## config.mk

```make
export PLATFORM = sky130hd
export DESIGN_NAME = aes_mix_columns_seq
export DESIGN_NICKNAME = d
export VERILOG_FILES = /design/src/rtl/aes_pkg.sv /design/src/rtl/aes_mix_one_column.sv /design/src/rtl/aes_mix_columns_seq.sv
export SDC_FILE = /design/constraint.sdc
export NUM_CORES = 1
export LEC_CHECK = 0
export BUFFER_PORTS_ARGS = -buffer_cell sky130_fd_sc_hd__buf_2
export CORE_ASPECT_RATIO = 2
export CORE_MARGIN = 4
export CORE_UTILIZATION = 50
export DETAILED_ROUTE_END_ITERATION = 8
export PLACE_DENSITY = 0.85
export REMOVE_ABC_BUFFERS = 1
export SLEW_MARGIN = 10
export SYNTH_ARGS = -nofsm -noshare
export SYNTH_HDL_FRONTEND = slang
export SYNTH_SLANG_ARGS = --single-unit
```

## constraint.sdc

```tcl
create_clock -name clk -period 4 [get_ports clk]
set_input_delay 0.8 -clock clk [delete_from_list [all_inputs] [get_ports clk]]
set_output_delay 0.8 -clock clk [all_outputs]
set_load 0.005 [all_outputs]
```

## src/rtl/aes_pkg.sv

```systemverilog
// Shared AES datapath types and GF(2^8) helpers for the column mixer.
package aes_pkg;

  // One AES column: element [3] is row 0, element [0] is row 3, so the
  // packed value reads row0..row3 from MSB to LSB.
  typedef logic [3:0][7:0] column_t;

  // Full AES state: element [3] is column 0 (bits 127:96), element [0] is column 3.
  typedef column_t [3:0] state_t;

  typedef enum logic [1:0] {
    IDLE,
    RUN,
    DONE
  } mixcol_state_e;

  // First row of each circulant matrix; row r is this row rotated right by r.
  localparam logic [7:0] ENC_ROW [4] = '{8'h02, 8'h03, 8'h01, 8'h01};
  localparam logic [7:0] DEC_ROW [4] = '{8'h0e, 8'h0b, 8'h0d, 8'h09};

  // Multiply by 02 modulo x^8 + x^4 + x^3 + x + 1 (0x11B).
  function automatic logic [7:0] xtime(input logic [7:0] b);
    return {b[6:0], 1'b0} ^ (b[7] ? 8'h1b : 8'h00);
  endfunction

  // Multiply by one of the constants used by MixColumns / InvMixColumns.
  function automatic logic [7:0] gf_mul_const(input logic [7:0] b, input logic [7:0] c);
    logic [7:0] x2;
    logic [7:0] x4;
    logic [7:0] x8;
    x2 = xtime(b);
    x4 = xtime(x2);
    x8 = xtime(x4);
    case (c)
      8'h01:   return b;
      8'h02:   return x2;
      8'h03:   return x2 ^ b;
      8'h09:   return x8 ^ b;
      8'h0b:   return x8 ^ x2 ^ b;
      8'h0d:   return x8 ^ x4 ^ b;
      8'h0e:   return x8 ^ x4 ^ x2;
      default: return 8'h00;
    endcase
  endfunction

endpackage

```

## src/rtl/aes_mix_one_column.sv

```systemverilog
// Combinational MixColumns / InvMixColumns of a single 32-bit column.
module aes_mix_one_column
  import aes_pkg::*;
(
  input  logic [31:0] col_in,
  input  logic        dec,
  output logic [31:0] col_out
);

  column_t a;
  column_t y;

  assign a       = col_in;
  assign col_out = y;

  // Row r output is XOR over k of M[r][k] * a_k, with M circulant.
  always_comb begin
    // NOTE: every combinationally assigned signal gets a default first so no latch is inferred.
    y = '0;
    for (int r = 0; r < 4; r++) begin
      for (int k = 0; k < 4; k++) begin
        y[2'(3 - r)] = y[2'(3 - r)] ^
          gf_mul_const(a[2'(3 - k)], dec ? DEC_ROW[2'(k - r)] : ENC_ROW[2'(k - r)]);
      end
    end
  end

endmodule

```

## src/rtl/aes_mix_columns_seq.sv

```systemverilog
// Sequential MixColumns / InvMixColumns engine, COLS_PER_CYCLE columns per clock.
module aes_mix_columns_seq
  import aes_pkg::*;
#(
  parameter int COLS_PER_CYCLE = 1
) (
  input  logic         clk,
  input  logic         rst_n,
  input  logic         in_valid,
  output logic         in_ready,
  input  logic [127:0] in_state,
  input  logic         in_dec,
  output logic         out_valid,
  input  logic         out_ready,
  output logic [127:0] out_state,
  output logic         busy
);

  localparam int N_STEPS = 4 / COLS_PER_CYCLE;
  localparam int STEP_W  = (N_STEPS > 1) ? $clog2(N_STEPS) : 1;
  localparam logic [STEP_W-1:0] LAST_STEP = STEP_W'(N_STEPS - 1);

  if (!(COLS_PER_CYCLE == 1 || COLS_PER_CYCLE == 2 || COLS_PER_CYCLE == 4)) begin : g_bad_cfg
    $error("aes_mix_columns_seq: COLS_PER_CYCLE must be 1, 2 or 4");
  end

  mixcol_state_e     state_q, state_d;
  logic [STEP_W-1:0] step_q, step_d;
  logic              mode_q, mode_d;
  state_t            work_q, work_d;

  logic [1:0]  col_sel [COLS_PER_CYCLE];
  logic [31:0] mix_in  [COLS_PER_CYCLE];
  logic [31:0] mix_out [COLS_PER_CYCLE];

  // Pick the columns handled in the current step out of the working register.
  always_comb begin
    for (int i = 0; i < COLS_PER_CYCLE; i++) begin
      col_sel[i] = 2'(int'(step_q) * COLS_PER_CYCLE + i);
      mix_in[i]  = work_q[2'd3 - col_sel[i]];
    end
  end

  for (genvar g = 0; g < COLS_PER_CYCLE; g++) begin : g_mix
    aes_mix_one_column u_mix (
      .col_in  (mix_in[g]),
      .dec     (mode_q),
      .col_out (mix_out[g])
    );
  end

  // Next-state, in-place column update and handshake outputs.
  always_comb begin
    state_d   = state_q;
    step_d    = step_q;
    mode_d    = mode_q;
    work_d    = work_q;
    in_ready  = 1'b0;
    out_valid = 1'b0;
    busy      = 1'b0;
    case (state_q)
      IDLE: begin
        in_ready = 1'b1;
      end
      RUN: begin
        busy = 1'b1;
        for (int i = 0; i < COLS_PER_CYCLE; i++) begin
          work_d[2'd3 - col_sel[i]] = mix_out[i];
        end
        if (step_q == LAST_STEP) begin
          state_d = DONE;
        end else begin
          step_d = step_q + 1'b1;
        end
      end
      DONE: begin
        busy      = 1'b1;
        out_valid = 1'b1;
        in_ready  = out_ready;
        if (out_ready && !in_valid) begin
          state_d = IDLE;
        end
      end
      default: begin
        state_d = IDLE;
      end
    endcase
    // Acceptance (from IDLE, or back-to-back out of DONE) overrides the above.
    if (in_valid && in_ready) begin
      work_d  = in_state;
      mode_d  = in_dec;
      step_d  = '0;
      state_d = RUN;
    end
  end

  // State registers with asynchronous active-low reset.
  always_ff @(posedge clk or negedge rst_n) begin
    if (!rst_n) begin
      state_q <= IDLE;
      step_q  <= '0;
      mode_q  <= 1'b0;
      // NOTE: the working register is reset because it drives out_state, which must read zero after reset.
      work_q  <= '0;
    end else begin
      // NOTE: non-blocking assignments so every flop samples pre-edge values.
      state_q <= state_d;
      step_q  <= step_d;
      mode_q  <= mode_d;
      work_q  <= work_d;
    end
  end

  assign out_state = work_q;

endmodule

```

* Yosys cells after proc, flatten, opt, wreduce, memory -nomap -nowiden
Index checks and enable logic that the tools add are counted.
** Cells by class
- $add $sub $neg :: 2
- Mux-type cells :: 15
- Reductions and logical operators :: 9
- Equal/unequal tests :: 7
- Order comparisons :: 2
** Operators with widths (count)
- $mux W128 :: 2
- $bwmux W128 :: 1
- $demux W32 S2 :: 1
- $mux W32 :: 1
- $mux W2 :: 6
- $ne A3 B3 Y1 const B :: 2
- $pmux W2 S3 :: 1
- $eq A2 B2 Y1 const B :: 2
- $logic_and A1 B1 Y1 :: 3
- $lt A2 B3 Y1 const B :: 1
- $reduce_and A3 Y1 :: 1
- $add A2 B1 Y2 const B :: 1
- $eq A2 B1 Y1 const B :: 1
- $ge A2 B1 Y1 const B :: 1
- $logic_not A2 Y1 :: 1
- $mux W1 :: 2
- $ne A2 B1 Y1 const B :: 1
- $ne A2 B2 Y1 const B :: 1
- $pmux W1 S2 :: 1
- $reduce_and A2 Y1 :: 1
- $reduce_bool A2 Y1 :: 1
- $reduce_or A2 Y1 :: 1
- $sub A2 B2 Y2 const A :: 1
- $logic_not A1 Y1 :: 1
** Storage, ports and cells
- Register bits after elaboration :: 132
- Output and inout bits :: 131

* Longest topological paths before layout
Gate-level depths: netlist (run 1).
- Word-level depth :: 8
- Depth in mapped cells :: 7
- Mapped depth without buffers :: 5

* Modules after synthesis
From an unflattened synthesis (run 1), not the netlist that was laid out.
** Second synthesis, totals
- Cells, all modules :: 671
- Area total of the unflattened synthesis :: 7268.2 µm²
** By module, submodules not included
- aes_mix_columns_seq :: cells an instance 638, seq. area each 3328.2 µm², area each 7024.2 µm², times used 1
- aes_mix_one_column :: cells an instance 33, seq. area each 0.0 µm², area each 244.0 µm², times used 1

* Worst setup path before layout (run 1)
OpenSTA, ideal clock, no wires.
- Kind :: input-to-output
- Start point :: input out_ready
- End point :: output in_ready
- Slack :: 2001 ps
- Required time :: 3200 ps
- Arrival :: 1199 ps
- Stages :: 2
- Path through :: a21o_2 > clkbuf_1
** On the way
- Word-level cells in the longest chain between the ends :: 1
** RTL lines
- from (decl) :: RTL line aes_mix_columns_seq.sv:14 : input logic out_ready,
- $pmux W1 S2 :: RTL line aes_mix_columns_seq.sv:61 : case (state_q)
- to (decl) :: RTL line aes_mix_columns_seq.sv:10 : output logic in_ready,
No other way between the ends.

* Worst setup path after layout (run 1)
- Start point :: register state_q[0]
- End point :: output in_ready
** On the way
- Word-level cells in the longest chain between the ends :: 2
** RTL lines
- from (decl) :: RTL line aes_mix_columns_seq.sv:27 : mixcol_state_e state_q, state_d;
- from (signal assigned) :: RTL line aes_mix_columns_seq.sv:107 : state_q <= state_d;
- $eq A2 B2 Y1 / $logic_not A2 Y1 (equally long branches) :: RTL line aes_mix_columns_seq.sv:61
- $pmux W1 S2 (*) :: RTL line aes_mix_columns_seq.sv:61
Every way passes the cells marked *; elsewhere a longest branch is shown, timed or not.

==> results of run 1 <==
==> cell type report <==
class                           instances  area, sq um  share of cell area
Clock buffer                           19        442.9             0.05660
Antenna cell                            3        7.507           0.0009594
Tap cell                              145        181.4             0.02319
Sequential cell                       132         3303              0.4221
Inverter                                4        15.01            0.001919
Multi-Input combinational cell        414         2323              0.2969
Timing Repair Buffer                  269         1394              0.1781
Clock inverter                         12        157.7             0.02015
==> synth_stat cells <==
master and count:
buf_2 14, nand2_1 134, mux2_2 1, clkbuf_1 27
buf_4 1, nor3_1 1, nor2b_1 1, inv_1 4
nand3b_1 1, nand2b_1 1, or3b_2 1, ha_1 7
xnor2_1 1, and2_4 1, o21ai_1 11, mux2i_1 1
nor2_1 2, dfrtp_1 132, o21a_1 1, a21o_2 1
o21ai_2 87, buf_6 11, buf_1 2, a21oi_1 1
nand3_1 129, o21ai_0 31, nor3b_1 1
==> cell families after synthesis <==
| family | Yosys count | share of synthesized area |
|---|---|---|
| xor gates and xnor gates | 1 | 0.001473 |
| buffers and inverters | 59 | 0.05472 |
| AOI/OAI and AO/OA | 132 | 0.1671 |
| muxes | 2 | 0.003577 |
| DFF | 132 | 0.5556 |
| and+or+nand+nor | 272 | 0.2029 |
| adders and majority gates | 7 | 0.01473 |
==> sequential cells by signal (all words and copies together) (netlist names) <==
signal and flops:
state_q 2, step_q 2, out_state 128
==> how the worst max path moves through the flow <==
stage | to | cells past startpoint | slack (ns) | from
2_1_floorplan | out_state[103] | 3 | 0.29 | out_ready
3_3_place_gp | out_state[36] | 4 | 1.68 | in_valid
3_5_place_dp | out_state[35] | 4 | 1.66 | in_valid
4_1_cts | in_ready | 4 | 1.62 | state_q[0]
5_1_grt | in_ready | 4 | 1.57 | state_q[0]
6_report | in_ready | 4 | 1.64 | state_q[0]
==> metrics by stage <==
stage               cells  power [mW]  setup slack [ns]  area, sq um  hold slack, ns
global route          998       6.827             1.566         7825          0.5292
floorplan             550       3.646            0.2931         5635          0.5044
detailed placement    964       4.839             1.659         7217          0.5055
CTS                   995       6.427             1.621         7818          0.5005
global placement      964       4.739             1.676         7217          0.5004
finish                998       6.363             1.639         7825          0.4789
==> power by group <==
group          total, mW  leakage [nW]  switching (mW)  internal, mW
sequential          2.25          1.66           0.312          1.94
clock               1.56         0.285           0.568         0.994
combinational       2.55          2.07            1.54          1.01
==> per-layer routing <==
metal	GRT usage	part of all wire	vias up	wire [microns]
li1	-	-	2542	-
met2	0.4118	0.53	213	9150
met5	0	0	-	0
met1	0.2928	0.36	2567	6196
met3	0.04873	0.051	59	871
met4	0.1592	0.055	0	935
==> worst max-delay path, delay by kind of cell (launching register included) <==
kind	cells	cell delay, ns
fa+ha+maj	1	0.27
flops	1	0.40
buf+inv	2	0.21
compound gates	1	0.26
==> flow_metrics.py, run 1 <==
metrics = {
    "setup_path": {
        "required_ns": 3.20,
        "crit_chain": "inv_1 > ha_1 > a21o_4 > buf_2",
        "crit_path_top_delay_cell": "dfrtp_1",
        "path_class": "reg -> out",
        "cp.arrival_ns": 1.56,
        "r2r_start": "state_q[0]",
        "r2r-end": "out_state[16]",
        "rrSetupSlack_ns": 1.96,
        "crit_path_start_kind": "flip-flop",
        "cp_max_fo": 5,
        "max_stage_delay_ns": 0.40,
        "crit_path_end_kind": "output pin",
        "r2r_cells": 6,
    },
    "pwr": {
        "leakage_nw": 4.024,
        "irDropWorstVdd_mv": 0.6283,
        "power_density_mw_per_mm2": 813.2,
    },
    "route": {
        "drc": 0,
        "wirelength_microns": 17150,
        "drtIter0Drc": 282,
        "ant_nets": 0,
        "detail_route.wl_per_cell_microns": 17.19,
        "dr.pass1.iters": 5,
        "dr_total_vias": 5381,
        "vias_per_cell": 5.392,
    },
    "timing": {
        "finalHoldViolCount": 0,
        "tns_ns": 0,
        "grt_setup_unrepaired": "no",
        "finalSetupViolations": 0,
        "fin_crit_sh": 0.5903,
        "period_needed_ns": 2.361,
        "tightest_slew_ns": 1.124,
        "max_clock_freq_mhz": 423.5,
        "relSlewSlack": 0.2491,
        "drv_slew": 0,
        "skew_ns": 0.02310,
    },
    "clock_network": {
        "cts_root_buffer": "clkbuf_16",
        "postCtsSetupBuffers": 0,
        "cts.clk_slew.worst_paths_ns": 0.06,
        "cts_buffer_depth": 2,
        "cts_tree": "done",
        "cts_buffers": 17,
        "clock_sinks": 132,
        "cts_hold_buffers": 0,
        "cts_resized": 0,
        "ctsHtreeMaxLevel": 4,
        "clkLatencyLatePin_ns": 0.41,
    },
    "yosys": {
        "synth-seq-area-share": 0.5556,
        "postSynthAreaPerCell_sq_um": 9.828,
        "yosys_warnings": 0,
        "synth_cells": 605,
        "yosys.area.top_type": "dfrtp_1",
        "ys_ff_latch": 132,
        "yosysUniqueCellTypes": 27,
        "syn-cell-area_sq_mm": 0.005946,
        "synthTopCellsByArea": "dfrtp_1, o21ai_2, nand3_1",
        "synth.top_cell.area_share": 0.5556,
    },
    "placement": {
        "io_buffers": 262,
        "globalplace.congestion": 0.8086,
        "hpwlAfterDp_microns": 11950,
    },
    "die": {
        "dieArea_sq_mm": 0.01381,
        "start_util": 0.5081,
        "core_area_sq_mm": 0.01170,
        "ios": 264,
        "dieHeight_microns": 162.2,
        "chipWidth_microns": 85.11,
        "rows": 56,
    },
    "finish": {
        "drive_gt1_frac": 0.4588,
        "synthToLayoutAreaGrowth_pct": 31.61,
        "postLayoutCoreUtil": 0.6687,
        "nFillCells": 975,
        "nNetsFinal": 978,
        "layout.cells.most_common": "buf_2",
        "final_cell_mix": "buf_2, nand2_1, dfrtp_1",
    },
    "job": {
        "drv_cap": 0,
    },
    "grt": {
        "gr-total-overflow": 0,
        "grt_pass1_vias": 5369,
        "grt_max_degree": 83,
        "grt.total_usage": 0.2495,
        "grt_antenna_before_repair": 3,
        "grt_first_pass_wirelength_microns": 27340,
    },
    "status": {
        "run_status": "completed",
    },
    "worst_hold_path": {
        "hold_class": "in -> async",
    },
}
Note: power is estimated with default switching activity, not from simulation.
==> inputs of run 2 (changes only) <==
ABC_AREA = 1   (was default)
CORE_UTILIZATION = 42   (was 50)
PLACE_DENSITY = 0.77   (was 0.85)
clock period = 1.98 ns   (was 4 ns; I/O delays follow)
==> run 2 against run 1 <==
Clock skew down 0.015 ns. Critical endpoint unchanged. Sequential cell count unchanged. Synthesized cell count is 0.66% higher. First-iteration DRC count shrank 9.6%. Utilization fell by 8.1 points. Die area increased by 12%. Final cell count increased by 2.5%. Largest cell class unchanged. Cell area fell by 1.9%.
==> flow_metrics.py, run 2 <==
metrics = {
    "clock_network": {
        "clock_sinks": 132,
        "cts_root_buffer": "clkbuf_16",
        "cts.clk_slew.worst_paths_ns": 0.06,
        "cts_buffer_depth": 2,
        "clkLatencyLatePin_ns": 0.40,
        "cts_tree": "done",
        "ctsHtreeMaxLevel": 4,
        "cts_buffers": 17,
    },
    "finish": {
        "fin_area_sq_mm": 0.007674,
        "synthToLayoutAreaGrowth_pct": 35.90,
        "drive_gt1_frac": 0.3725,
        "layout.cells.most_common": "buf_2",
        "nNetsFinal": 994,
        "final_cell_mix": "buf_2, nand3_1, nand2_1",
        "postLayoutCoreUtil": 0.5873,
        "nFillCells": 1216,
        "largest_reg_flops": 128,
    },
    "yosys": {
        "synth-edff-count": 0,
        "synth_cells": 609,
        "yosys_warnings": 0,
        "yosysMostFrequentCell": "nand3_1",
        "synthArstFlopShare": 1.000,
        "ys.flop_type": "dfrtp_1",
        "synth-seq-area-share": 0.5850,
        "synthTopCellsByArea": "dfrtp_1, nand3_1, nand2_1",
        "syn-cell-area_sq_mm": 0.005647,
        "synth.top_cell.area_share": 0.5850,
        "yosys.area.top_type": "dfrtp_1",
        "postSynthAreaPerCell_sq_um": 9.272,
        "yosysUniqueCellTypes": 15,
        "ys_ff_latch": 132,
        "synth_common_cells": "nand3_1, nand2_1, dfrtp_1",
    },
    "grt": {
        "grt_antenna_before_repair": 2,
        "grt_pass1_vias": 5138,
        "grt_max_degree": 68,
        "grt_first_pass_wirelength_microns": 26470,
        "grt.total_usage": 0.2152,
        "gr-total-overflow": 0,
    },
    "die": {
        "ios": 264,
        "core_area_sq_mm": 0.01307,
        "rows": 59,
        "start_util": 0.4322,
        "dieHeight_microns": 172.0,
        "chipWidth_microns": 89.99,
        "dieArea_sq_mm": 0.01548,
    },
    "placement": {
        "hpwlAfterDp_microns": 11820,
        "io_buffers": 262,
        "post_dp_cell_area_sq_mm": 0.007054,
        "globalplace.congestion": 0.8038,
        "dp_worst_setup_slack_ns": 0.2149,
    },
    "route": {
        "detail_route.wl_per_cell_microns": 16.62,
        "dr_total_vias": 5287,
        "vias_per_cell": 5.168,
        "wirelength_microns": 17000,
        "drtIter0Drc": 255,
        "drc": 0,
        "ant_nets": 0,
        "dr.pass1.iters": 5,
    },
    "pwr": {
        "p_sw_mw": 4.674,
        "leakage_nw": 4.380,
        "irDropWorstVdd_mv": 0.7313,
        "seq_power_share": 0.366,
        "p_int_mw": 7.704,
        "p_comb_frac": 0.392,
        "p_total_mw": 12.38,
        "clockPowerShare": 0.241,
        "power_density_mw_per_mm2": 1613,
        "switching_share": 0.3776,
    },
    "timing": {
        "finalHoldViolCount": 0,
        "fin_crit_sh": 0.9197,
        "grt_setup_unrepaired": "no",
        "holdWs_ns": 0.2194,
        "drv_slew": 0,
        "period_needed_ns": 1.821,
        "finalSetupViolations": 0,
        "max_clock_freq_mhz": 549.1,
        "fin_ws_ns": 0.1589,
        "tightest_slew_ns": 0.4018,
        "skew_ns": 0.008525,
        "relSlewSlack": 0.7321,
    },
    "setup_path": {
        "crit_path_start_kind": "flip-flop",
        "required_ns": 1.58,
        "cp_max_fo": 3,
        "cp.arrival_ns": 1.43,
        "path_class": "reg -> out",
        "crit_path_end_kind": "output pin",
    },
    "worst_hold_path": {
        "hold_class": "in -> reg",
    },
    "job": {
        "drv_cap": 0,
    },
    "status": {
        "run_status": "completed",
    },
}
[run 2: changes by cell type in the layout (fill, tap and decap cells not counted), sizes merged, moves of 2 or more]
cell / previous run / this run
inv: 4 / 12
clkinv: 6 / 3
bufinv: 3 / 1
buf: 269 / 279
nand3: 129 / 260
nand2: 134 / 146
clkinvlp: 3 / 5
o21ai: 129 / 1
[run 2: logic make-up (layout without fill, tap and decap cells)]
kind of cell / count (synthesis) / in the layout / share of synthesized area
other: 0 / 4 / 0
AOI/OAI and AO/OA: 1 / 1 / 0.0008855
adders and majority gates: 7 / 7 / 0.01551
and+or+nand+nor: 407 / 407 / 0.3379
DFF: 132 / 132 / 0.5850
buffers and inverters: 62 / 320 / 0.06071
[run 2: what timing repair did]
item | in CTS | in global routing
gates resized for setup | 0 | 2
hold buffers | 1 | 0
hold endpoints to repair | 29 | 0
buffers inserted | 2 | 0
pin swaps | 1 | 0
endpoints found under the setup margin | 1 | 10
[run 2: metal layers]
metal / track usage / wire, microns
met1: 0.2451 / 6450
met2: 0.3822 / 9110
met3: 0.04049 / 792
met4: 0.1181 / 648
met5: 0 / 0
[run 2: path summary, 6_finish.rpt]
check / startpoint / cells past startpoint / slack, ns / endpoint
setup reg to reg: state_q[0] / 9 / 0.21 / out_state[91]
max in group asynchronous: rst_n / 3 / 0.93 / out_state[28]
setup / recovery: state_q[0] / 5 / 0.16 / in_ready
hold reg to reg: out_state[38] / 2 / 0.49 / out_state[38]
hold / removal: in_state[19] / 3 / 0.22 / out_state[19]
min in group asynchronous: rst_n / 2 / 0.44 / out_state[124]
[run 2: worst max-delay path, stage by stage, from the launching register on]
cell	delay (ns)
dfrtp_1	0.40
inv_1	0.09
ha_1	0.19
nand2_1	0.10
nand2_4	0.12
buf_2	0.12
[run 2: cell type report]
type                       instances  area [sq um]  share of cell area
clock inverter                    13         125.1             0.01631
sequential                       132          3303              0.4305
clock buffer                      19         442.9             0.05772
antenna                            4         10.01            0.001304
multi-input combinational        415          2019              0.2632
inverter                           8         30.03            0.003913
tap                              152         190.2             0.02478
timing repair buffer             280          1553              0.2023
[run 2: metrics by stage]
stage / setup TNS, ns / std cells
after global placement: 0 / 984
after floorplan: -235.62 / 555
after global routing: 0 / 1021
after detailed placement: 0 / 984
after CTS: 0 / 1019
final: 0 / 1023
[run 2: power groups by stage]
stage	Combinational [mW]	Sequential [mW]	Clock (mW)
3_3_place_gp	4.74	4.52	0
2_1_floorplan	2.23	4.69	0
5_1_grt	5.42	4.70	3.18
3_5_place_dp	4.85	4.57	0
6_report	4.86	4.54	2.99
4_1_cts	4.91	4.54	3.06
==> inputs of run 3 (changes only) <==
ABC_AREA = 0   (was 1)
CORE_UTILIZATION = 43   (was 42)
PLACE_DENSITY = 0.78   (was 0.77)
==> run 3 against run 2 <==
Global-route usage rose by 0.24 points. Die area up 2.7%. Sequential share of layout area down 2.3 points. Cell area grew 5.6%. Non-clock buffer count grew 3. Register-to-register slack improved by 0.06 ns. Worst hold slack improved by 0.0040 ns. Wire length increased by 1.6%. Sequential cell count unchanged. Maximum frequency is 4.0% lower. Combinational power is 11% higher. Total power increased by 9.9%. Critical path type unchanged.
==> flow_metrics.py, run 3 (synthesized netlist as in run 1, its figures left out) <==
metrics = {
    "route": {
        "ant_nets": 0,
        "wirelength_microns": 17280,
        "vias_per_cell": 5.233,
        "drc": 0,
        "wl_met1_microns": 6584,
        "dr.pass1.iters": 4,
        "top_layer": "met4",
        "dr_total_vias": 5343,
        "met2WireLength_microns": 9271,
        "dr_wl_met3_microns": 745,
        "drtIter0Drc": 266,
        "detail_route.wl_per_cell_microns": 16.92,
    },
    "die": {
        "rows": 60,
        "chipWidth_microns": 91.15,
        "start_util": 0.4400,
        "dieHeight_microns": 174.3,
        "dieArea_sq_mm": 0.01589,
        "core_area_sq_mm": 0.01351,
        "ios": 264,
    },
    "setup_path": {
        "cp.arrival_ns": 1.50,
        "crit_start": "state_q[1]",
        "required_ns": 1.58,
        "crit_path_top_delay_cell": "dfrtp_1",
        "max_stage_delay_ns": 0.40,
        "r2r_start": "state_q[1]",
        "path_class": "reg -> out",
        "crit_path_end_kind": "output pin",
        "crit_path_start_kind": "flip-flop",
        "r2r_cells": 6,
        "cp_max_fo": 9,
        "rrSetupSlack_ns": 0.27,
        "critPathBufInv": 2,
        "r2r-end": "out_state[87]",
        "path_delay_family": "flip-flops",
        "crit_chain": "inv_1 > ha_1 > a21o_4 > buf_2",
    },
    "timing": {
        "fin_ws_ns": 0.08209,
        "max_clock_freq_mhz": 526.9,
        "finalSetupViolations": 0,
        "drv_slew": 0,
        "period_needed_ns": 1.898,
        "grt_setup_unrepaired": "no",
        "holdWs_ns": 0.2234,
        "tightest_slew_ns": 0.4802,
        "finalHoldViolCount": 0,
        "fin_crit_sh": 0.9585,
        "relSlewSlack": 0.6799,
        "skew_ns": 0.008720,
    },
    "finish": {
        "synthToLayoutAreaGrowth_pct": 36.32,
        "largest_reg_flops": 128,
        "fin_area_sq_mm": 0.008105,
        "regArea_sq_mm": 0.003303,
        "layout.cells.most_common": "buf_2",
        "nNetsFinal": 992,
        "drive_gt1_frac": 0.4664,
        "multi_input_comb_area_sq_mm": 0.002326,
        "final_cell_mix": "buf_2, nand2_1, dfrtp_1",
        "nFillCells": 1192,
        "postLayoutCoreUtil": 0.5998,
    },
    "clock_network": {
        "cts_buffer_depth": 2,
        "clock_sinks": 132,
        "clkLatencyLatePin_ns": 0.40,
        "cts_root_buffer": "clkbuf_16",
        "cts_buffers": 17,
        "cts.clk_slew.worst_paths_ns": 0.06,
        "ctsHtreeMaxLevel": 4,
        "cts_tree": "done",
    },
    "placement": {
        "post_dp_cell_area_sq_mm": 0.007372,
        "dp_worst_setup_slack_ns": 0.1467,
        "io_buffers": 262,
        "globalplace.congestion": 0.8271,
        "hpwlAfterDp_microns": 11920,
    },
    "pwr": {
        "leakage_nw": 4.156,
        "power_density_mw_per_mm2": 1679,
        "irDropWorstVdd_mv": 0.9686,
        "p_total_mw": 13.60,
    },
    "grt": {
        "grt_pass1_vias": 5288,
        "grt_max_degree": 76,
        "grt_first_pass_wirelength_microns": 27700,
        "gr-total-overflow": 0,
        "grt_antenna_before_repair": 2,
        "grt.total_usage": 0.2176,
    },
    "worst_hold_path": {
        "hold_path_end": "out_state[119]",
        "hold_depth": 3,
        "hold_class": "in -> reg",
        "min_from": "in_state[119]",
    },
    "job": {
        "drv_cap": 0,
    },
    "status": {
        "run_status": "completed",
    },
}
[run 3: repair_timing]
action / CTS / global route
endpoints found under the setup margin: 1 / 1
gates resized for setup: 0 / 1
pin swaps: 0 / 1
hold buffers: 1 / 0
hold endpoints to repair: 6 / 0
setup buffers: 1 / 3
[run 3: worst max-delay path by stage]
stage,slack [ns],cells after the start,to
after floorplan,-1.65,5,out_state[103]
after global placement,0.24,6,out_state[87]
after detailed placement,0.15,6,out_state[87]
after CTS,0.04,4,in_ready
after global routing,0.007,4,in_ready
final,0.08,4,in_ready
[run 3: where the power goes]
part | internal (mW) | switching, mW
Combinational | 2.26 | 3.16
Sequential | 3.91 | 0.598
Clock | 2.49 | 1.19
[run 3: metal layers]
| layer | track usage | vias up |
|---|---|---|
| li1 | - | 2567 |
| met1 | 0.2539 | 2567 |
| met2 | 0.3756 | 171 |
| met3 | 0.04504 | 38 |
| met4 | 0.1071 | 0 |
| met5 | 0 | - |
[run 3: layout make-up]
class / count / share of cell area
multi-input combinational: 414 / 0.2870
antenna: 2 / 0.0006175
inverter: 4 / 0.001852
sequential: 132 / 0.4075
tap: 155 / 0.02393
clock buffer: 19 / 0.05341
timing repair buffer: 283 / 0.1945
clock inverter: 12 / 0.03118
[run 3: worst min-delay path, cell delays in order]
cell     delay, ns
buf_2         0.07
nand3_1       0.06
o21ai_0       0.06
[run 3: metrics by stage]
stage          setup TNS (ns)  cells
6_report                    0   1021
5_1_grt                     0   1021
4_1_cts                     0   1016
3_5_place_dp                0    983
3_3_place_gp                0    983
2_1_floorplan         -202.74    550
